**src/rtl/fifo_rd_ctrl_v2_if.sv**
```systemverilog
// Read-side FIFO control bus: request/pointer inputs from the consumer and
// synchroniser, status/address outputs from the read controller.
interface fifo_rd_ctrl_v2_if #(
  parameter int unsigned AW = 7
);
  logic          rd_en;
  logic [AW:0]   wr_ptr;
  logic          underflow_clr;
  logic [AW-1:0] rd_addr;
  logic [AW:0]   rd_ptr;
  logic          rd_valid;
  logic          empty;
  logic          almost_empty;
  logic [AW:0]   rd_count;
  logic          underflow;
  logic          underflow_sticky;

  modport master (
    output rd_en, wr_ptr, underflow_clr,
    input  rd_addr, rd_ptr, rd_valid, empty, almost_empty, rd_count,
           underflow, underflow_sticky
  );

  modport slave (
    input  rd_en, wr_ptr, underflow_clr,
    output rd_addr, rd_ptr, rd_valid, empty, almost_empty, rd_count,
           underflow, underflow_sticky
  );
endinterface

```
**src/rtl/fifo_rd_ctrl_v2.sv**
```systemverilog
// FIFO read-pointer controller: {wrap,index} pointer for arbitrary depth,
// optional Gray export/import, occupancy, almost-empty and underflow status.
module fifo_rd_ctrl_v2 #(
  parameter int unsigned AW        = 7,
  parameter int unsigned DEPTH     = 90,
  parameter int unsigned AE_THRESH = 2,
  parameter int unsigned PTR_GRAY  = 0
) (
  input  logic               rd_clk,
  input  logic               rd_rst_n,
  fifo_rd_ctrl_v2_if.slave   bus
);
  localparam int unsigned PW       = AW + 1;
  localparam logic [AW:0]   DEPTH_W  = PW'(DEPTH);
  localparam logic [AW:0]   AE_W     = PW'(AE_THRESH);
  localparam logic [AW-1:0] IDX_LAST = AW'(DEPTH - 1);

  // Parameter legality is enforced at elaboration.
  if (DEPTH < 2 || DEPTH > (1 << AW)) begin : g_bad_depth
    $fatal(1, "fifo_rd_ctrl_v2: DEPTH out of range");
  end
  if (AE_THRESH >= DEPTH) begin : g_bad_ae
    $fatal(1, "fifo_rd_ctrl_v2: AE_THRESH must be below DEPTH");
  end
  if (PTR_GRAY != 0 && DEPTH != (1 << AW)) begin : g_bad_gray
    $fatal(1, "fifo_rd_ctrl_v2: Gray pointers need DEPTH == 2**AW");
  end

  logic          rp_wrap, rp_wrap_nxt;
  logic [AW-1:0] rp_idx, rp_idx_nxt;
  logic [AW:0]   rp_nxt;
  logic [AW:0]   rd_ptr_q, rd_ptr_nxt;
  logic          rd_valid_q, underflow_q, sticky_q;
  logic [AW:0]   wp;
  logic [AW:0]   rd_count_c;
  logic          empty_c, almost_empty_c, accept_c, reject_c;

  // Write pointer into binary; Gray decode is a suffix XOR-reduction.
  if (PTR_GRAY != 0) begin : g_wp_gray
    for (genvar i = 0; i <= AW; i++) begin : g_bit
      assign wp[i] = ^bus.wr_ptr[AW:i];
    end
  end else begin : g_wp_bin
    assign wp = bus.wr_ptr;
  end

  always_comb begin
    rd_count_c = '0;
    if (wp[AW] == rp_wrap) rd_count_c = PW'(wp[AW-1:0]) - PW'(rp_idx);
    else                   rd_count_c = DEPTH_W - PW'(rp_idx) + PW'(wp[AW-1:0]);
  end

  assign empty_c        = (rd_count_c == '0);
  assign almost_empty_c = (rd_count_c <= AE_W);
  assign accept_c       = bus.rd_en && !empty_c;
  assign reject_c       = bus.rd_en && empty_c;

  // Index wraps at DEPTH-1; the >= keeps it in range even on a bad wr_ptr.
  always_comb begin
    rp_wrap_nxt = rp_wrap;
    rp_idx_nxt  = rp_idx;
    if (accept_c) begin
      if (rp_idx >= IDX_LAST) begin
        rp_idx_nxt  = '0;
        rp_wrap_nxt = ~rp_wrap;
      end else begin
        rp_idx_nxt = rp_idx + AW'(1);
      end
    end
  end

  assign rp_nxt     = {rp_wrap_nxt, rp_idx_nxt};
  assign rd_ptr_nxt = (PTR_GRAY != 0) ? (rp_nxt ^ (rp_nxt >> 1)) : rp_nxt;

  always_ff @(posedge rd_clk) begin
    if (!rd_rst_n) begin
      rp_wrap     <= 1'b0;
      rp_idx      <= '0;
      rd_ptr_q    <= '0;
      rd_valid_q  <= 1'b0;
      underflow_q <= 1'b0;
      sticky_q    <= 1'b0;
    end else begin
      rp_wrap     <= rp_wrap_nxt;
      rp_idx      <= rp_idx_nxt;
      rd_ptr_q    <= rd_ptr_nxt;
      rd_valid_q  <= accept_c;
      underflow_q <= reject_c;
      if (reject_c)               sticky_q <= 1'b1;
      else if (bus.underflow_clr) sticky_q <= 1'b0;
    end
  end

  assign bus.rd_addr          = rp_idx;
  assign bus.rd_ptr           = rd_ptr_q;
  assign bus.rd_valid         = rd_valid_q;
  assign bus.empty            = empty_c;
  assign bus.almost_empty     = almost_empty_c;
  assign bus.rd_count         = rd_count_c;
  assign bus.underflow        = underflow_q;
  assign bus.underflow_sticky = sticky_q;
endmodule

```
**src/flat_wrapper.sv**
```systemverilog
// flat-port wrapper written by rule: the top's interface ports become plain ports
module fifo_rd_ctrl_v2_flat 
#(
  parameter int unsigned AW        = 7,
  parameter int unsigned DEPTH     = 90,
  parameter int unsigned AE_THRESH = 2,
  parameter int unsigned PTR_GRAY  = 0
)
  (rd_clk, rd_rst_n, bus_rd_en, bus_wr_ptr, bus_underflow_clr, bus_rd_addr, bus_rd_ptr, bus_rd_valid, bus_empty, bus_almost_empty, bus_rd_count, bus_underflow, bus_underflow_sticky);
  fifo_rd_ctrl_v2_if #(.AW(AW)) bus_i ();
  input  logic rd_clk;
  input  logic rd_rst_n;
  input wire logic [$bits(bus_i.rd_en)-1:0] bus_rd_en;
  input wire logic [$bits(bus_i.wr_ptr)-1:0] bus_wr_ptr;
  input wire logic [$bits(bus_i.underflow_clr)-1:0] bus_underflow_clr;
  output wire logic [$bits(bus_i.rd_addr)-1:0] bus_rd_addr;
  output wire logic [$bits(bus_i.rd_ptr)-1:0] bus_rd_ptr;
  output wire logic [$bits(bus_i.rd_valid)-1:0] bus_rd_valid;
  output wire logic [$bits(bus_i.empty)-1:0] bus_empty;
  output wire logic [$bits(bus_i.almost_empty)-1:0] bus_almost_empty;
  output wire logic [$bits(bus_i.rd_count)-1:0] bus_rd_count;
  output wire logic [$bits(bus_i.underflow)-1:0] bus_underflow;
  output wire logic [$bits(bus_i.underflow_sticky)-1:0] bus_underflow_sticky;
  assign bus_i.rd_en = bus_rd_en;
  assign bus_i.wr_ptr = bus_wr_ptr;
  assign bus_i.underflow_clr = bus_underflow_clr;
  assign bus_rd_addr = bus_i.rd_addr;
  assign bus_rd_ptr = bus_i.rd_ptr;
  assign bus_rd_valid = bus_i.rd_valid;
  assign bus_empty = bus_i.empty;
  assign bus_almost_empty = bus_i.almost_empty;
  assign bus_rd_count = bus_i.rd_count;
  assign bus_underflow = bus_i.underflow;
  assign bus_underflow_sticky = bus_i.underflow_sticky;
  fifo_rd_ctrl_v2 #(.AW(AW), .DEPTH(DEPTH), .AE_THRESH(AE_THRESH), .PTR_GRAY(PTR_GRAY)) u_core (.rd_clk(rd_clk), .rd_rst_n(rd_rst_n), .bus(bus_i));
endmodule
```
**config.mk**
```make
export PLATFORM = sky130hd
export DESIGN_NAME = fifo_rd_ctrl_v2_flat
export DESIGN_NICKNAME = d
export VERILOG_FILES = /design/src/rtl/fifo_rd_ctrl_v2_if.sv /design/src/rtl/fifo_rd_ctrl_v2.sv /design/src/flat_wrapper.sv
export SDC_FILE = /design/constraint.sdc
export NUM_CORES = 1
export LEC_CHECK = 0
export CAP_MARGIN = 10
export CORE_MARGIN = 4
export CORE_UTILIZATION = 45
export DETAILED_ROUTE_END_ITERATION = 8
export PLACE_DENSITY = 0.76
export SLEW_MARGIN = 20
export SYNTH_ARGS = -nofsm -noshare
export SYNTH_HDL_FRONTEND = slang
export SYNTH_SLANG_ARGS = --single-unit
```
**constraint.sdc**
```tcl
create_clock -name rd_clk -period 6 [get_ports rd_clk]
set_input_delay 1.5 -clock rd_clk [delete_from_list [all_inputs] [get_ports rd_clk]]
set_output_delay 1.5 -clock rd_clk [all_outputs]
set_load 0.02 [all_outputs]
```
Word-level counts from Yosys, hierarchy flattened
Index checks and enable logic that the tools add are counted.

cells by class
  multiplexer cells = 7
  order comparisons = 2
  reductions and logical operators = 5
  bitwise logic cells = 1
  eq/ne operators = 1
  $add $sub $neg = 4

operator list
  kind                                                                              number
  7-bit 2-to-1 mux                                                                  2
  8-bit by 7-bit adder with 8-bit output                                            1
  8-bit by 2-bit less-or-equal comparator with 1-bit output, second input constant  1
  8-bit zero test                                                                   1
  8-bit 2-to-1 mux                                                                  1
  7-bit by 7-bit subtractor with 8-bit output                                       1
  7-bit by 7-bit subtractor with 8-bit output, first input constant                 1
  7-bit by 1-bit adder with 7-bit output, second input constant                     1
  7-bit greater-or-equal comparator, second input constant                          1
  1-bit 2-to-1 mux                                                                  4
  1-bit logical AND                                                                 2
  2-bit nonzero test                                                                1
  1-bit equality test                                                               1
  1-bit zero test                                                                   1
  1-bit NOT                                                                         1

storage, ports and cells
  flip-flop bits (word level) = 19
  word-level logic and storage cells = 26
  bits of input ports = 12
  output and inout bits = 28

Longest topological paths before layout
Gate-level depths: netlist of run 1.

  depth in word-level cells = 7
  mapped depth = 15
  mapped depth without buffers = 14

Least setup slack after synthesis of run 1
OpenSTA, ideal clock, no wires.

  kind = input to output
  from = input port bus_wr_ptr[2]
  to = output port bus_almost_empty
  stages on the path = 8
  required time = 4.500 ns
  setup slack = -0.145 ns
  arrival = 4.645 ns
  buffers on the path = 0
  path through = ha_1 > fa_1 > and3b_1 > o311ai_1 > nand3_1 > and3_1 > or3b_4 > a2111oi_0

between the ends
  cells in the longest elaborated chain, start to end = 3
  elaborated cells between the ends (all ways) = 4
  classes of those cells = add/sub (2); order compare (1); mux (1)

ends and longest elaborated chain
  element                                                                                                       line                                          text
  from (decl)                                                                                                   flat_wrapper.sv:14                            input wire logic [$bits(bus_i.wr_ptr)-1:0] bus_wr_ptr;
  8-bit by 7-bit adder with 8-bit output / 7-bit by 7-bit subtractor with 8-bit output (equally long branches)  fifo_rd_ctrl_v2.sv:50, fifo_rd_ctrl_v2.sv:49
  8-bit 2-to-1 mux *                                                                                            fifo_rd_ctrl_v2.sv:49                         if (wp[AW] == rp_wrap) rd_count_c = PW'(wp[AW-1:0]) - PW'(rp_idx);
  via bus_rd_count[6]                                                                                           flat_wrapper.sv:21                            output wire logic [$bits(bus_i.rd_count)-1:0] bus_rd_count;
  8-bit by 2-bit less-or-equal comparator with 1-bit output *                                                   fifo_rd_ctrl_v2.sv:54                         assign almost_empty_c = (rd_count_c <= AE_W);
  to (decl)                                                                                                     flat_wrapper.sv:20                            output wire logic [$bits(bus_i.almost_empty)-1:0] bus_almost_empty;

The timed path passes the listed nets; every way through them passes the cells marked *.

Worst setup path after layout of run 1
  from = input port bus_wr_ptr[2]
  to = output port bus_almost_empty

between the ends
  cells in the longest elaborated chain, start to end = 3
  elaborated cells between the ends (all ways) = 4
  classes of those cells = add/sub (2); order compare (1); mux (1)

ends and longest elaborated chain
  element                                                                                                       line
  8-bit by 7-bit adder with 8-bit output / 7-bit by 7-bit subtractor with 8-bit output (equally long branches)  fifo_rd_ctrl_v2.sv:50, fifo_rd_ctrl_v2.sv:49
  8-bit 2-to-1 mux *                                                                                            fifo_rd_ctrl_v2.sv:49
  8-bit by 2-bit less-or-equal comparator with 1-bit output *                                                   fifo_rd_ctrl_v2.sv:54

Mark *: on every way between the ends. The rest lies on a longest branch, timed or not.

==> results of run 1 <==
[cell usage after synthesis (2+ instances only)]
cell type and n:
inv_1 26, ha_1 20, nor2_1 16, a21oi_1 12
nand2_1 12, dfxtp_1 11, buf_4 8, xnor2_1 7
o21ai_2 5, fa_1 4, nand4_1 4, nand3_1 3
o21a_1 3, or3_1 3, xor2_1 3, and3_1 2
mux2i_1 2, nand3b_1 2, o21ai_0 2, o21ai_1 2
or4_1 2
[what timing repair did]
item                                    4_1_cts  5_1_grt
endpoints found under the setup margin        2        3
resized for setup                             9       10
buffers inserted                              0        0
pin swaps                                     2        1
[state kept, by name, summed over array words and instances (netlist names)]
register and count:
u_core.bus.rd_valid 1, u_core.bus.underflow_sticky 1, u_core.bus.underflow 1, u_core.bus.rd_ptr 8
[kinds of logic after synthesis]
family | after synthesis | share of synthesized area
multiplexers | 2 | 0.01441
AO/OA/AOI/OAI | 39 | 0.2126
flip-flops | 11 | 0.1586
adder cells (fa/ha/maj) | 24 | 0.2378
XOR/XNOR | 10 | 0.06307
buffers and inverters | 37 | 0.1279
AND/OR/NAND/NOR | 51 | 0.1856
[where the power goes]
part | internal [W] | total, W | switching (W)
logic | 0.0000725 | 0.000148 | 0.0000755
clock network | 0.0000258 | 0.0000508 | 0.0000250
registers | 0.0000745 | 0.0000777 | 0.00000315
[metrics by stage]
step                  util  setup TNS, ns  cells  worst slack, ns   power, W
floorplan                -              0    174           0.1167  0.0001556
global placement    0.6689        -0.8781    256          -0.5273  0.0002162
detailed placement  0.6689        -0.8112    256          -0.4768  0.0002175
CTS                 0.6794      -0.006233    260        -0.004464  0.0002699
global route        0.6961       -0.07988    260         -0.07260  0.0002969
finish              0.6961              0    260          0.03878  0.0002765
[worst paths after layout]
path	to	from	cells past startpoint
setup / recovery	bus_almost_empty	bus_wr_ptr[2]	10
hold / removal	u_core.bus.underflow_sticky$_SDFFE_PN0P_	u_core.bus.underflow_sticky$_SDFFE_PN0P_	2
setup reg to reg	u_core.bus.rd_ptr[0]$_SDFFE_PN0P_	u_core.bus.rd_ptr[1]$_SDFFE_PN0P_	15
hold reg to reg	u_core.bus.underflow_sticky$_SDFFE_PN0P_	u_core.bus.underflow_sticky$_SDFFE_PN0P_	2
[tightest hold or removal path, cell delays in order, from the launching register on]
cell	delay (ns)
dfxtp_1	0.31
nand3b_1	0.08
o21ai_1	0.06
[area by class of cell]
cell class / instances / area [µm²] / share of cell area
Clock buffer: 4 / 26.28 / 0.01323
Inverter: 27 / 101.3 / 0.05104
Multi-Input combinational cell: 126 / 1049 / 0.5280
Sequential cell: 11 / 220.2 / 0.1109
Tap cell: 31 / 38.79 / 0.01953
Timing Repair Buffer: 61 / 550.5 / 0.2773
[metal layers]
metal | track usage | part of all wire
met1 | 0.2465 | 0.46
met2 | 0.3116 | 0.47
met3 | 0.06039 | 0.072
met4 | 0.01887 | 0
met5 | 0 | 0
==> metrics.cfg, run 1 <==
[synthesis]
syn_area_um2=1389
synth_area_leaders=ha_1, dfxtp_1, inv_1
syn_inst=174
synth-edff-count=0
ys_ff_latch=11
yosysTopAreaCellShare=0.1802
yosysWarnings=0
avgSynthCellArea_um2=7.982
syn-num-nets=210
seq_area_frac_synth=0.1586
netlist-cell-type-count=46
synthArstFlopShare=0
ys.flop_type=dfxtp_1
yosys.area.top_type=ha_1

[floorplan]
row_count=19
dieArea_um2=4039
die_y_um=63.56
die_w_um=63.56
initial_core_util=0.4868
core_um2=2853
boundaryPins=40

[global_route]
grt_antenna_before_repair=0
grtUsageTotal=0.1885
grt_pass1_wl_um=6251
overflow=0
grt_pass1_vias=1463
grt_max_degree=13

[flow_run]
drv_cap=0

[placed_design]
numPortBuffers=39
gp_congestion=0.8672
dp_hpwl_um=3051
post_dp_cell_area_um2=1908

[layout]
antenna_cells=0
nets=266
final_area_um2=1986
final_common_cell=clkdlybuf4s50_1
final_cell_mix=clkdlybuf4s50_1, inv_1, buf_4, ha_1, nor2_1
drive_above_1_share=0.1834
areaGrowthSynthToFinish_pct=42.97
fill_cells=253

[hold_path]
hold_class=register to register

[sta]
fin_skew_ns=0.005419
finalSetupViolCount=0
holdWs_ns=0.4901
period_needed_ns=5.961
timing.final.crit_share=0.9935
slew_violations=0
fmax_ghz=0.1678
rsz0062_at_grt=true
worst_pin_slew_ns=0.7704
hold_viol=0
relSlewSlack=0.4810

[critical_path]
crit_required_ns=4.50
crit_path_max_incr_delay_ns=0.54
startpoint_type=input pin
worstPathCellList=clkdlybuf4s50_1, ha_1, fa_1, and3b_1, or3_1, xor2_1, o32ai_4, or3b_4, a2111oi_4, buf_4
worstSetupPathType=input pin to primary output
critPathBufInv=2
cp_max_fo=3
cp_slowest_cell=fa_1
crit_family=simple AND/OR/NAND/NOR gates
crit_arrival_ns=4.46
end_kind=primary output
ff2ff_setup_slack_ns=2.23

[cts]
cts_tree=yes
cts.path.max_buffers=2
cts_buffers=3
clkSinkCount=11
cts_root_buf=clkbuf_4
postCtsHoldBufs=0
h-tree-depth=1
clock_latency_ns=0.27
path_clk_slew_ns=0.06

[routing]
wl_per_cell_um=14.30
first_pass_iters=6
ant_nets=0
via_per_inst=5.465
drc=0
drtIter0Drc=89
vias=1421
wirelength_um=3719

[status]
outcome=complete, no violations

[power]
leakage_nw=0.8503
ir_worst_vdd_mv=0.1563
power.density_nw_per_um2=139.2

Power figures use the tool's default switching activity.
==> run 2: changes to the inputs <==
--- a/config.mk
+++ b/config.mk
@@ -7,9 +7,9 @@
 export LEC_CHECK = 0
 export CAP_MARGIN = 10
 export CORE_MARGIN = 4
-export CORE_UTILIZATION = 45
+export CORE_UTILIZATION = 48
 export DETAILED_ROUTE_END_ITERATION = 8
-export PLACE_DENSITY = 0.76
+export PLACE_DENSITY = 0.81
 export SLEW_MARGIN = 20
 export SYNTH_ARGS = -nofsm -noshare
 export SYNTH_HDL_FRONTEND = slang
==> metrics.cfg, run 2 (synthesis gave the netlist of run 1 again) <==
[cts]
postCtsHoldBufs=0
h-tree-depth=1
clock_latency_ns=0.27
cts.path.max_buffers=2
path_clk_slew_ns=0.07
cts_root_buf=clkbuf_4
cts_tree=yes
cts_buffers=3
clkSinkCount=11

[power]
power.density_nw_per_um2=136.5
power.total_w=0.0002755
leakage_nw=0.8733
ir_worst_vdd_mv=0.1569

[sta]
worst_pin_slew_ns=0.7295
fmax_ghz=0.1695
finalSetupViolCount=0
relSlewSlack=0.5075
slew_violations=0
holdWs_ns=0.4794
fin_ws_ns=0.09864
fin_skew_ns=0.005006
hold_viol=0
period_needed_ns=5.901
timing.final.crit_share=0.9836

[floorplan]
row_count=19
dieArea_um2=3818
core_um2=2758
boundaryPins=40
die_w_um=61.79
initial_core_util=0.5036
die_y_um=61.79

[status]
outcome=complete, no violations

[critical_path]
startpoint_type=input pin
reg2regPathDepth=12
critPathLaunch=bus_wr_ptr[2]
worstSetupPathType=input pin to primary output
crit_required_ns=4.50
endpoint=bus_almost_empty
end_kind=primary output
crit_arrival_ns=4.40
reg2reg_from=u_core.bus.rd_ptr[2]$_SDFFE_PN0P_
ff2ff_setup_slack_ns=2.30
r2r_end=u_core.bus.rd_ptr[3]$_SDFFE_PN0P_
cp_max_fo=3

[placed_design]
gp_congestion=0.8269
numPortBuffers=39
dp_hpwl_um=3145
pre_cts_slack_ns=-0.4406

[routing]
wirelength_um=3841
ant_nets=0
via_per_inst=5.370
drtIter0Drc=116
wl_per_cell_um=14.49
vias=1423
drc=0
first_pass_iters=4

[layout]
largest_reg_flops=8
final_util=0.7319
fill_cells=213
antenna_cells=0
drive_above_1_share=0.2051
final_common_cell=clkdlybuf4s50_1
nets=271
final_cell_mix=clkdlybuf4s50_1, buf_4, inv_1, ha_1, nor2_1
areaGrowthSynthToFinish_pct=45.32

[global_route]
top_usage_layer=met2
grt.met1_usage=0.2850
overflow=0
grt_antenna_before_repair=0
grtUsageTotal=0.2125
use_met2=0.3677
grt_pass1_vias=1360
met3_usage=0.04339
grt_max_degree=13
grt_pass1_wl_um=6175

[flow_run]
drv_cap=0

[hold_path]
hold_class=register to register

run 2: worst min path at each step:
stage,slack (ns),cells past startpoint,end,start
after floorplan,0.49,2,u_core.bus.rd_ptr[7]$_SDFFE_PN0P_,u_core.bus.rd_ptr[7]$_SDFFE_PN0P_
after global placement,0.47,2,u_core.bus.underflow_sticky$_SDFFE_PN0P_,u_core.bus.underflow_sticky$_SDFFE_PN0P_
after detailed placement,0.47,2,u_core.bus.underflow_sticky$_SDFFE_PN0P_,u_core.bus.underflow_sticky$_SDFFE_PN0P_
after CTS,0.48,2,u_core.bus.underflow_sticky$_SDFFE_PN0P_,u_core.bus.underflow_sticky$_SDFFE_PN0P_
after global routing,0.52,2,u_core.bus.underflow_sticky$_SDFFE_PN0P_,u_core.bus.underflow_sticky$_SDFFE_PN0P_
final,0.48,2,u_core.bus.underflow_sticky$_SDFFE_PN0P_,u_core.bus.underflow_sticky$_SDFFE_PN0P_
run 2: layer usage:
| layer | up-vias | share of wire |
|---|---|---|
| li1 | 713 | - |
| met1 | 664 | 0.43 |
| met2 | 44 | 0.51 |
| met3 | 2 | 0.060 |
| met4 | 0 | 0.0065 |
| met5 | - | 0 |
run 2: layout make-up:
class / count / area [µm²] / area share
multi-input combinational: 126 / 1039 / 0.5146
timing repair buffer: 66 / 593.1 / 0.2939
sequential: 11 / 220.2 / 0.1091
inverter: 27 / 101.3 / 0.05022
tap: 31 / 38.79 / 0.01922
clock buffer: 4 / 26.28 / 0.01302
run 2: report_power, final:
part           internal [W]  switching, W   total, W
clock             0.0000257     0.0000238  0.0000496
combinational     0.0000736     0.0000751   0.000149
sequential        0.0000745    0.00000278  0.0000773
run 2: per-stage QoR:
stage          area (µm²)  instances  setup TNS (ns)
6_report             2018        265               0
5_1_grt              2018        265        -0.04078
4_1_cts              1972        265               0
3_5_place_dp         1946        261         -0.8708
3_3_place_gp         1946        261         -0.7251
2_1_floorplan        1390        174               0
run 2: repair_timing:
item | in CTS | in global routing
endpoints found under the setup margin | 3 | 4
buffers inserted | 0 | 0
gates resized for setup | 11 | 10
pin swaps | 0 | 1
run 2: critical path: stages:
cell             delay (ns)
clkdlybuf4s50_1        0.41
ha_1                   0.21
fa_1                   0.51
and3b_1                0.20
or3_1                  0.36
xor2_1                 0.18
o32ai_2                0.15
or3b_4                 0.43
a2111oi_4              0.27
buf_4                  0.19
==> run 3: changes to the inputs <==
--- a/config.mk
+++ b/config.mk
@@ -5,12 +5,11 @@
 export SDC_FILE = /design/constraint.sdc
 export NUM_CORES = 1
 export LEC_CHECK = 0
-export CAP_MARGIN = 10
+export CAP_MARGIN = 40
 export CORE_MARGIN = 4
 export CORE_UTILIZATION = 48
 export DETAILED_ROUTE_END_ITERATION = 8
 export PLACE_DENSITY = 0.81
-export SLEW_MARGIN = 20
 export SYNTH_ARGS = -nofsm -noshare
 export SYNTH_HDL_FRONTEND = slang
 export SYNTH_SLANG_ARGS = --single-unit
==> results of run 3 <==
The final DEF is identical to that of run 2; final timing and power are the same.
